--- src/rtl/ibf_cfg_loader_pkg.sv ---
// Shared encodings for the IBF config loader: bank targets, FSM states and
// the config bus width that ibf_top must agree on.
package ibf_cfg_loader_pkg;

  localparam int CFG_BUS_WIDTH_DEF = 64;

  typedef enum logic {
    TGT_2_2 = 1'b0,
    TGT_2_1 = 1'b1
  } tgt_e;

  typedef enum logic [1:0] {
    ST_IDLE    = 2'd0,
    ST_LOAD_22 = 2'd1,
    ST_LOAD_21 = 2'd2
  } state_e;

  // Beat counter width: enough for the larger bank, never narrower than 1.
  function automatic int cnt_width(input int a, input int b);
    int m;
    m = (a > b) ? a : b;
    return (m < 2) ? 1 : $clog2(m);
  endfunction

endpackage

--- src/rtl/ibf_cfg_loader_if.sv ---
// Command, config-word stream, status and both SRAM write ports of the loader.
interface ibf_cfg_loader_if #(
  parameter int CFG_BUS_WIDTH = 64,
  parameter int MODE_WIDTH    = 2,
  parameter int SEL_WIDTH_2_2 = 8,
  parameter int SEL_WIDTH_2_1 = 4
);

  logic                     cmd_valid;
  logic                     cmd_ready;
  logic                     cmd_target;
  logic [MODE_WIDTH-1:0]    cmd_addr;

  logic                     s_valid;
  logic                     s_ready;
  logic [CFG_BUS_WIDTH-1:0] s_data;

  logic                     busy;
  logic                     done;
  logic                     err;

  logic [SEL_WIDTH_2_2-1:0] sram_sel_2_2;
  logic [MODE_WIDTH-1:0]    wr_addr_2_2;
  logic                     wr_en_2_2;
  logic [CFG_BUS_WIDTH-1:0] wr_cfg_2_2;

  logic [SEL_WIDTH_2_1-1:0] sram_sel_2_1;
  logic [MODE_WIDTH-1:0]    wr_addr_2_1;
  logic                     wr_en_2_1;
  logic [CFG_BUS_WIDTH-1:0] wr_cfg_2_1;

  // master: control-plane side driving commands and words
  modport master (
    output cmd_valid, cmd_target, cmd_addr, s_valid, s_data,
    input  cmd_ready, s_ready, busy, done, err,
    input  sram_sel_2_2, wr_addr_2_2, wr_en_2_2, wr_cfg_2_2,
    input  sram_sel_2_1, wr_addr_2_1, wr_en_2_1, wr_cfg_2_1
  );

  // slave: the loader itself
  modport slave (
    input  cmd_valid, cmd_target, cmd_addr, s_valid, s_data,
    output cmd_ready, s_ready, busy, done, err,
    output sram_sel_2_2, wr_addr_2_2, wr_en_2_2, wr_cfg_2_2,
    output sram_sel_2_1, wr_addr_2_1, wr_en_2_1, wr_cfg_2_1
  );

endinterface

--- src/rtl/ibf_cfg_loader.sv ---
// Writes one mode entry of the 2:2 BF or 2:1 MUX config SRAM from a stream
// of 64-bit words, one registered write per accepted beat, slice ascending.
module ibf_cfg_loader
  import ibf_cfg_loader_pkg::*;
#(
  parameter int CFG_BUS_WIDTH = CFG_BUS_WIDTH_DEF,
  parameter int MODE_WIDTH    = 2,
  parameter int CFG_DEPTH     = 3,
  parameter int SEL_WIDTH_2_2 = 8,
  parameter int SEL_WIDTH_2_1 = 4,
  parameter int NUM_WORDS_2_2 = 4,
  parameter int NUM_WORDS_2_1 = 2
) (
  input  logic           clk,
  input  logic           rst,
  ibf_cfg_loader_if.slave bus
);

  localparam int CNT_W = cnt_width(NUM_WORDS_2_2, NUM_WORDS_2_1);
  localparam logic [CNT_W-1:0] LAST_22 = CNT_W'(NUM_WORDS_2_2 - 1);
  localparam logic [CNT_W-1:0] LAST_21 = CNT_W'(NUM_WORDS_2_1 - 1);

  if (NUM_WORDS_2_2 > (1 << SEL_WIDTH_2_2)) begin : g_chk_22
    $error("NUM_WORDS_2_2 does not fit in SEL_WIDTH_2_2");
  end
  if (NUM_WORDS_2_1 > (1 << SEL_WIDTH_2_1)) begin : g_chk_21
    $error("NUM_WORDS_2_1 does not fit in SEL_WIDTH_2_1");
  end

  state_e                   state_q, state_d;
  logic [MODE_WIDTH-1:0]    addr_q,  addr_d;
  logic [CNT_W-1:0]         cnt_q,   cnt_d;
  logic                     busy_q,  busy_d;
  logic                     done_q,  done_d;
  logic                     err_q,   err_d;

  logic                     wen22_q, wen22_d;
  logic [SEL_WIDTH_2_2-1:0] sel22_q, sel22_d;
  logic [MODE_WIDTH-1:0]    wad22_q, wad22_d;
  logic [CFG_BUS_WIDTH-1:0] cfg22_q, cfg22_d;

  logic                     wen21_q, wen21_d;
  logic [SEL_WIDTH_2_1-1:0] sel21_q, sel21_d;
  logic [MODE_WIDTH-1:0]    wad21_q, wad21_d;
  logic [CFG_BUS_WIDTH-1:0] cfg21_q, cfg21_d;

  logic beat;

  assign bus.cmd_ready = (state_q == ST_IDLE);
  assign bus.s_ready   = (state_q != ST_IDLE);
  assign beat          = bus.s_valid && bus.s_ready;

  always_comb begin
    state_d = state_q;
    addr_d  = addr_q;
    cnt_d   = cnt_q;
    busy_d  = busy_q;
    done_d  = 1'b0;
    err_d   = 1'b0;
    wen22_d = 1'b0;
    sel22_d = sel22_q;
    wad22_d = wad22_q;
    cfg22_d = cfg22_q;
    wen21_d = 1'b0;
    sel21_d = sel21_q;
    wad21_d = wad21_q;
    cfg21_d = cfg21_q;

    case (state_q)
      ST_IDLE: begin
        if (bus.cmd_valid) begin
          if (int'(bus.cmd_addr) >= CFG_DEPTH) begin
            err_d = 1'b1;
          end else begin
            addr_d  = bus.cmd_addr;
            cnt_d   = '0;
            busy_d  = 1'b1;
            state_d = (tgt_e'(bus.cmd_target) == TGT_2_1) ? ST_LOAD_21 : ST_LOAD_22;
          end
        end
      end

      ST_LOAD_22: begin
        if (beat) begin
          wen22_d = 1'b1;
          sel22_d = SEL_WIDTH_2_2'(cnt_q);
          wad22_d = addr_q;
          cfg22_d = bus.s_data;
          // Hold on the last beat instead of wrapping; the next command clears it.
          if (cnt_q == LAST_22) begin
            done_d  = 1'b1;
            busy_d  = 1'b0;
            state_d = ST_IDLE;
          end else begin
            cnt_d = cnt_q + CNT_W'(1);
          end
        end
      end

      ST_LOAD_21: begin
        if (beat) begin
          wen21_d = 1'b1;
          sel21_d = SEL_WIDTH_2_1'(cnt_q);
          wad21_d = addr_q;
          cfg21_d = bus.s_data;
          if (cnt_q == LAST_21) begin
            done_d  = 1'b1;
            busy_d  = 1'b0;
            state_d = ST_IDLE;
          end else begin
            cnt_d = cnt_q + CNT_W'(1);
          end
        end
      end

      default: begin
        state_d = ST_IDLE;
        busy_d  = 1'b0;
      end
    endcase
  end

  // Reset mid-load simply drops the entry; software reissues the command.
  always_ff @(posedge clk) begin
    if (rst) begin
      state_q <= ST_IDLE;
      addr_q  <= '0;
      cnt_q   <= '0;
      busy_q  <= 1'b0;
      done_q  <= 1'b0;
      err_q   <= 1'b0;
      wen22_q <= 1'b0;
      sel22_q <= '0;
      wad22_q <= '0;
      cfg22_q <= '0;
      wen21_q <= 1'b0;
      sel21_q <= '0;
      wad21_q <= '0;
      cfg21_q <= '0;
    end else begin
      state_q <= state_d;
      addr_q  <= addr_d;
      cnt_q   <= cnt_d;
      busy_q  <= busy_d;
      done_q  <= done_d;
      err_q   <= err_d;
      wen22_q <= wen22_d;
      sel22_q <= sel22_d;
      wad22_q <= wad22_d;
      cfg22_q <= cfg22_d;
      wen21_q <= wen21_d;
      sel21_q <= sel21_d;
      wad21_q <= wad21_d;
      cfg21_q <= cfg21_d;
    end
  end

  assign bus.busy         = busy_q;
  assign bus.done         = done_q;
  assign bus.err          = err_q;
  assign bus.wr_en_2_2    = wen22_q;
  assign bus.sram_sel_2_2 = sel22_q;
  assign bus.wr_addr_2_2  = wad22_q;
  assign bus.wr_cfg_2_2   = cfg22_q;
  assign bus.wr_en_2_1    = wen21_q;
  assign bus.sram_sel_2_1 = sel21_q;
  assign bus.wr_addr_2_1  = wad21_q;
  assign bus.wr_cfg_2_1   = cfg21_q;

endmodule

--- src/flat_wrapper.sv ---
// flat-port wrapper written by rule: the top's interface ports become plain ports
module ibf_cfg_loader_flat import ibf_cfg_loader_pkg::*;
#(
  parameter int CFG_BUS_WIDTH = CFG_BUS_WIDTH_DEF,
  parameter int MODE_WIDTH    = 2,
  parameter int CFG_DEPTH     = 3,
  parameter int SEL_WIDTH_2_2 = 8,
  parameter int SEL_WIDTH_2_1 = 4,
  parameter int NUM_WORDS_2_2 = 4,
  parameter int NUM_WORDS_2_1 = 2
)
  (clk, rst, bus_cmd_valid, bus_cmd_target, bus_cmd_addr, bus_s_valid, bus_s_data, bus_cmd_ready, bus_s_ready, bus_busy, bus_done, bus_err, bus_sram_sel_2_2, bus_wr_addr_2_2, bus_wr_en_2_2, bus_wr_cfg_2_2, bus_sram_sel_2_1, bus_wr_addr_2_1, bus_wr_en_2_1, bus_wr_cfg_2_1);
  ibf_cfg_loader_if #(.CFG_BUS_WIDTH(CFG_BUS_WIDTH), .MODE_WIDTH(MODE_WIDTH), .SEL_WIDTH_2_2(SEL_WIDTH_2_2), .SEL_WIDTH_2_1(SEL_WIDTH_2_1)) bus_i ();
  input  logic clk;
  input  logic rst;
  input wire logic [$bits(bus_i.cmd_valid)-1:0] bus_cmd_valid;
  input wire logic [$bits(bus_i.cmd_target)-1:0] bus_cmd_target;
  input wire logic [$bits(bus_i.cmd_addr)-1:0] bus_cmd_addr;
  input wire logic [$bits(bus_i.s_valid)-1:0] bus_s_valid;
  input wire logic [$bits(bus_i.s_data)-1:0] bus_s_data;
  output wire logic [$bits(bus_i.cmd_ready)-1:0] bus_cmd_ready;
  output wire logic [$bits(bus_i.s_ready)-1:0] bus_s_ready;
  output wire logic [$bits(bus_i.busy)-1:0] bus_busy;
  output wire logic [$bits(bus_i.done)-1:0] bus_done;
  output wire logic [$bits(bus_i.err)-1:0] bus_err;
  output wire logic [$bits(bus_i.sram_sel_2_2)-1:0] bus_sram_sel_2_2;
  output wire logic [$bits(bus_i.wr_addr_2_2)-1:0] bus_wr_addr_2_2;
  output wire logic [$bits(bus_i.wr_en_2_2)-1:0] bus_wr_en_2_2;
  output wire logic [$bits(bus_i.wr_cfg_2_2)-1:0] bus_wr_cfg_2_2;
  output wire logic [$bits(bus_i.sram_sel_2_1)-1:0] bus_sram_sel_2_1;
  output wire logic [$bits(bus_i.wr_addr_2_1)-1:0] bus_wr_addr_2_1;
  output wire logic [$bits(bus_i.wr_en_2_1)-1:0] bus_wr_en_2_1;
  output wire logic [$bits(bus_i.wr_cfg_2_1)-1:0] bus_wr_cfg_2_1;
  assign bus_i.cmd_valid = bus_cmd_valid;
  assign bus_i.cmd_target = bus_cmd_target;
  assign bus_i.cmd_addr = bus_cmd_addr;
  assign bus_i.s_valid = bus_s_valid;
  assign bus_i.s_data = bus_s_data;
  assign bus_cmd_ready = bus_i.cmd_ready;
  assign bus_s_ready = bus_i.s_ready;
  assign bus_busy = bus_i.busy;
  assign bus_done = bus_i.done;
  assign bus_err = bus_i.err;
  assign bus_sram_sel_2_2 = bus_i.sram_sel_2_2;
  assign bus_wr_addr_2_2 = bus_i.wr_addr_2_2;
  assign bus_wr_en_2_2 = bus_i.wr_en_2_2;
  assign bus_wr_cfg_2_2 = bus_i.wr_cfg_2_2;
  assign bus_sram_sel_2_1 = bus_i.sram_sel_2_1;
  assign bus_wr_addr_2_1 = bus_i.wr_addr_2_1;
  assign bus_wr_en_2_1 = bus_i.wr_en_2_1;
  assign bus_wr_cfg_2_1 = bus_i.wr_cfg_2_1;
  ibf_cfg_loader #(.CFG_BUS_WIDTH(CFG_BUS_WIDTH), .MODE_WIDTH(MODE_WIDTH), .CFG_DEPTH(CFG_DEPTH), .SEL_WIDTH_2_2(SEL_WIDTH_2_2), .SEL_WIDTH_2_1(SEL_WIDTH_2_1), .NUM_WORDS_2_2(NUM_WORDS_2_2), .NUM_WORDS_2_1(NUM_WORDS_2_1)) u_core (.clk(clk), .rst(rst), .bus(bus_i));
endmodule
--- config.mk ---
export PLATFORM = sky130hd
export DESIGN_NAME = ibf_cfg_loader_flat
export DESIGN_NICKNAME = d
export VERILOG_FILES = /design/src/rtl/ibf_cfg_loader_pkg.sv /design/src/rtl/ibf_cfg_loader_if.sv /design/src/rtl/ibf_cfg_loader.sv /design/src/flat_wrapper.sv
export SDC_FILE = /design/constraint.sdc
export NUM_CORES = 1
export LEC_CHECK = 0
export ABC_AREA = 1
export CAP_MARGIN = 5
export CORE_MARGIN = 4
export CORE_UTILIZATION = 39
export DETAILED_ROUTE_END_ITERATION = 12
export GPL_ROUTABILITY_DRIVEN = 0
export PLACE_DENSITY = 0.76
export SLEW_MARGIN = 20
export SYNTH_ARGS = -nofsm -noshare
export SYNTH_HDL_FRONTEND = slang
export SYNTH_SLANG_ARGS = --single-unit
--- constraint.sdc ---
create_clock -name clk -period 1.3 [get_ports clk]
set_input_delay 0.26 -clock clk [delete_from_list [all_inputs] [get_ports clk]]
set_output_delay 0.26 -clock clk [all_outputs]
set_load 0.005 [all_outputs]
=== Word level (Yosys, flattened, before mapping) ===
Cells that the tools add are included.

* Register bits: 147
* Bits of input ports: 71

* Mux-type cells: 29
* Reduce and logical (&&, ||, !) cells: 12
* Equality and inequality tests: 12
* Add/sub/neg operators: 1
* Magnitude comparators: 1
* Bitwise gates (word level): 5

{| class="wikitable"
|+ Operators by type and width
! operator !! number
|-
| $mux W2 || 13
|-
| $mux W1 || 12
|-
| $pmux W2 S3 || 2
|-
| $ne A2 B1 Y1 const B || 4
|-
| $ne A2 B2 Y1 const B || 4
|-
| $reduce_and A7 Y1 || 1
|-
| $reduce_and A6 Y1 || 1
|-
| $not A1 Y1 || 5
|-
| $eq A2 B1 Y1 const B || 2
|-
| $eq A2 B2 Y1 const B || 2
|-
| $reduce_and A2 Y1 || 2
|-
| $reduce_or A2 Y1 || 2
|-
| $pmux W1 S3 || 1
|-
| $reduce_and A3 Y1 || 1
|-
| $reduce_bool A3 Y1 || 1
|-
| $reduce_or A3 Y1 || 1
|-
| $add A2 B1 Y2 const B || 1
|-
| $ge A2 B2 Y1 const B || 1
|-
| $logic_not A2 Y1 || 1
|-
| $pmux W1 S2 || 1
|-
| $reduce_bool A2 Y1 || 1
|-
| $logic_and A1 B1 Y1 || 1
|}

=== Logic depth before layout (Yosys ltp) ===
* Word-level depth: 4
* Gate-level depth with buffers: 10
* Mapped depth without buffers: 10

=== Worst setup path before layout ===
OpenSTA, ideal clock, no wires.

* Kind: register to register
* Start: reg u_core.state_q[0]
* End: reg u_core.cfg22_q[61], in the netlist u_core.bus.wr_cfg_2_2[61]
* Setup slack: -116 ps
* Cell stages (with the launch flop): 9
* Setup time: 119 ps
* Arrival: 1297 ps
* Clock period less this slack: 1416 ps
* Data required time: 1181 ps
* Path through: dfxtp_1 > inv_1 > ha_1 > inv_2 > nand3_2 > buf_6 > buf_4 > o21ai_0 > a21oi_1

* Longest elaborated chain between the ends: 3

{| class="wikitable"
|+ Ends and longest elaborated chain
! element !! RTL line !! source
|-
| start, declared || ibf_cfg_loader.sv:30 || <nowiki>state_e state_q, state_d;</nowiki>
|-
| start signal, assigned || ibf_cfg_loader.sv:141 || <nowiki>state_q <= state_d;</nowiki>
|-
| $reduce_bool A2 Y1 || ibf_cfg_loader.sv:50 || <nowiki>assign bus.s_ready = (state_q != ST_IDLE);</nowiki>
|-
| named net bus_s_ready || flat_wrapper.sv:22 || <nowiki>output wire logic [$bits(bus_i.s_ready)-1:0] bus_s_ready;</nowiki>
|-
| $logic_and A1 B1 Y1 || ibf_cfg_loader.sv:51 || <nowiki>assign beat = bus.s_valid && bus.s_ready;</nowiki>
|-
| $reduce_and A2 Y1 (no line) || - ||
|-
| end signal, assigned || ibf_cfg_loader.sv:150 || <nowiki>cfg22_q <= cfg22_d;</nowiki>
|-
| end, declared || ibf_cfg_loader.sv:40 || <nowiki>logic [CFG_BUS_WIDTH-1:0] cfg22_q, cfg22_d;</nowiki>
|}

The timed path passes the listed nets, and every way through them passes these cells.
A chain may end at the register's enable or synchronous reset.

=== Worst setup path after layout ===
* Start: reg u_core.state_q[0]
* End: reg u_core.cfg21_q[60], in the netlist u_core.bus.wr_cfg_2_1[60]

* Longest elaborated chain between the ends: 3

{| class="wikitable"
|+ Ends and longest elaborated chain
! element !! RTL line !! source
|-
| $reduce_bool A2 Y1 || ibf_cfg_loader.sv:50 ||
|-
| $logic_and A1 B1 Y1 || ibf_cfg_loader.sv:51 ||
|-
| $reduce_and A2 Y1 (no line) (*) || - ||
|-
| end signal, assigned || ibf_cfg_loader.sv:154 || <nowiki>cfg21_q <= cfg21_d;</nowiki>
|-
| end, declared || ibf_cfg_loader.sv:45 || <nowiki>logic [CFG_BUS_WIDTH-1:0] cfg21_q, cfg21_d;</nowiki>
|}

Every way passes the cells marked *; elsewhere a longest branch is shown, timed or not.

==> run metrics <==
CP Class=register to register; Tcrit/Tclk final=124.0%; Final Hold Slack=0.4399 ns; initial antenna violation count=0; CTS tree=built; Final min period=1.613 ns; DRC=0; Port Buffers=213; Die ar.=0.01612 mm²; Clk pwr share=35.0%; area of the mapped netlist=0.005520 mm²; Fmax=620.1 MHz; Leak Pwr=0.004249 µW; Final Hold Viols=0; CP max FO=6; synthesized area per cell=8.130 µm²; via count=5635; Layout Cells excl Fill=1144; detailed router's first-iteration violation count=388; placed insts=1061; post-synthesis sequential area ratio=53.31%; cells along the critical path=inv_4 > buf_12 > ha_4 > nand3_4 > buf_12 > buf_12 > buf_12 > buf_16 > a21oi_2; P&R area growth vs syn=85.02%; cell internal pwr=10840 µW; clock buffer count from CTS=17; Cell variety after synth=24; drt total wl=20510 µm; wire per inst=17.92 µm; Final Max Slew Viols=0; Setup crit start kind=register; Hold-fix buffers, CTS=0; fin area=0.01021 mm²; Tightest Hold Check Type=register to register; Comb power frac=29.5%; cell count after synthesis=679; hold_sp=u_core.bus.sram_sel_2_1[1]; total chip power=15250 µW; Critical Path RT=1.64 ns; status=finished with violations; layout cells sized above 1=32.68%; core area=0.01388 mm²; worst skew pair latency=0.42 ns; ANT cells=0; Post-Place Cell Area=0.007985 mm²; Reg-to-Reg Start=u_core.state_q[0]; clk sink count=147; root buf cell=clkbuf_16; switching power=4413 µW; Sw Share=28.93%; DP HPWL=10200 µm; Critical Path Most Common Cell=buf_12; top-level I/O count=222; clock buffer depth=2; first-pass GRT wire length=29940 µm; drt pass-1 iters=6; maximum vdd drop=0.001153 V; Data arrival, critical path=1.96 ns; RSZ-0062 raised after global routing=yes; Clk pin slew, worst setup/hold paths=0.06 ns; Initial Utilization=39.77%; Crit-path slowest cell=dfxtp_2; #FFs+latches synth=147; YS warnings=0; remaining antenna violation count=0; final core occ=73.58%; setup ws final=-0.3125 ns; Via density=4.926; DIE HEIGHT=127.0 µm; FP Rows=43; most common cell after layout, fill and taps aside=inv_1; nets=1029; commonest non-fill, non-tap cells in the layout=inv_1, dfxtp_1, a21oi_1; Power Density=1493 mW/mm²; Seq pwr share=35.6%; Final Setup Violations=144; global-route usage over all layers=23.49%; vias in the first global route=5701; Max Cap Violations=0; Register-to-Register Setup Slack=-0.31 ns; die width=127.0 µm; Layout Skew=0.005279 ns; Worst Setup SP=u_core.state_q[0]; CTS HTree Levels=4; failing checks=setup timing; total congestion overflow=0; max incr delay on CP=0.33 ns; CP Capture Type=register; largest net degree at the start of global routing=76
==> path summary, 6_finish.rpt <==
check,cells past startpoint,end
worst max-delay path,9,u_core.bus.wr_cfg_2_1[60]
worst min register to register,2,u_core.bus.sram_sel_2_1[1]
worst min-delay path,2,u_core.bus.sram_sel_2_1[1]
worst max register to register,9,u_core.bus.wr_cfg_2_1[60]
==> worst max-delay path: cells and delay by family, from the launching register on <==
kind | cells | cell delay [ns]
compound gates | 1 | 0.16
simple gates | 1 | 0.11
flops | 1 | 0.33
fa+ha+maj | 1 | 0.14
buf+inv | 6 | 0.79
==> synthesized netlist by cell type <==
library cell | number | area [µm²]
clkbuf_1 | 8 | 30.03
nand2_1 | 18 | 67.56
nor2_2 | 1 | 6.260
o21ai_1 | 1 | 5.000
nor3_1 | 4 | 20.02
conb_1 | 1 | 3.750
ha_1 | 7 | 87.58
nand3_1 | 3 | 15.01
clkbuf_2 | 3 | 15.01
inv_2 | 2 | 7.510
buf_6 | 5 | 56.30
dfxtp_1 | 147 | 2943
nand3_2 | 2 | 20.02
o21ai_0 | 139 | 695.7
nor3b_1 | 1 | 7.510
nand3_4 | 1 | 17.52
o21ai_2 | 1 | 8.760
o21bai_1 | 2 | 15.01
a21oi_1 | 139 | 695.7
or2_2 | 2 | 12.51
buf_2 | 26 | 130.1
nor2_1 | 11 | 41.29
buf_4 | 10 | 75.07
inv_1 | 145 | 544.3
==> per-layer routing <==
| layer | up-vias | GRT usage, % | part of all wire, % |
|---|---|---|---|
| li1 | 2739 | - | - |
| met1 | 2665 | 26.89 | 40 |
| met2 | 194 | 41.22 | 51 |
| met3 | 37 | 7.274 | 6.2 |
| met4 | 0 | 8.644 | 2.4 |
| met5 | - | 0 | 0 |
==> state kept, by name, indices dropped and copies added, names as in the netlist <==
name / count
u_core.addr_q: 2
u_core.bus.busy: 1
u_core.bus.done: 1
u_core.bus.err: 1
u_core.bus.sram_sel_2_1: 2
u_core.bus.sram_sel_2_2: 2
u_core.bus.wr_addr_2_1: 2
u_core.bus.wr_addr_2_2: 2
u_core.bus.wr_cfg_2_1: 64
u_core.bus.wr_cfg_2_2: 64
u_core.bus.wr_en_2_1: 1
u_core.bus.wr_en_2_2: 1
u_core.cnt_q: 2
u_core.state_q: 2
==> power by group through the flow <==
stage	clock network [µW]	logic (µW)	registers [µW]
2_1_floorplan	0	1360	5520
3_3_place_gp	0	3230	5460
3_5_place_dp	0	3260	5490
4_1_cts	5370	4070	5390
5_1_grt	5640	4810	5490
6_report	5330	4500	5420
==> final cells by class <==
type	count	area (µm²)
clock buffers	20	466.7
clock inverters	12	176.4
fillers	974	3667
inverters	147	561.8
multi-input cells	341	2474
flip-flops and latches	147	2965
well taps	180	225.2
repair buffers	297	3344
==> cells by family after synthesis <==
| logic type | synth area share (%) |
|---|---|
| flops | 53.31 |
| fa+ha+maj | 1.587 |
| buf+inv | 15.55 |
| simple gates | 3.762 |
| other cells | 0.06793 |
| compound gates | 25.73 |
==> per-stage QoR <==
stage	setup slack, ns	TNS (ns)
2_1_floorplan	-0.01233	-0.4671
3_3_place_gp	-0.3827	-47.34
3_5_place_dp	-0.4149	-51.58
4_1_cts	-0.2224	-20.05
5_1_grt	-0.3610	-37.14
6_report	-0.3125	-28.21
==> repair_timing <==
item / 4_1_cts / 5_1_grt
setup buffers: 20 / 5
pin swaps: 30 / 1
setup endpoints to repair: 283 / 213
cloned: 20 / 6
resized for setup: 404 / 154
Power figures use the tool's default switching activity.
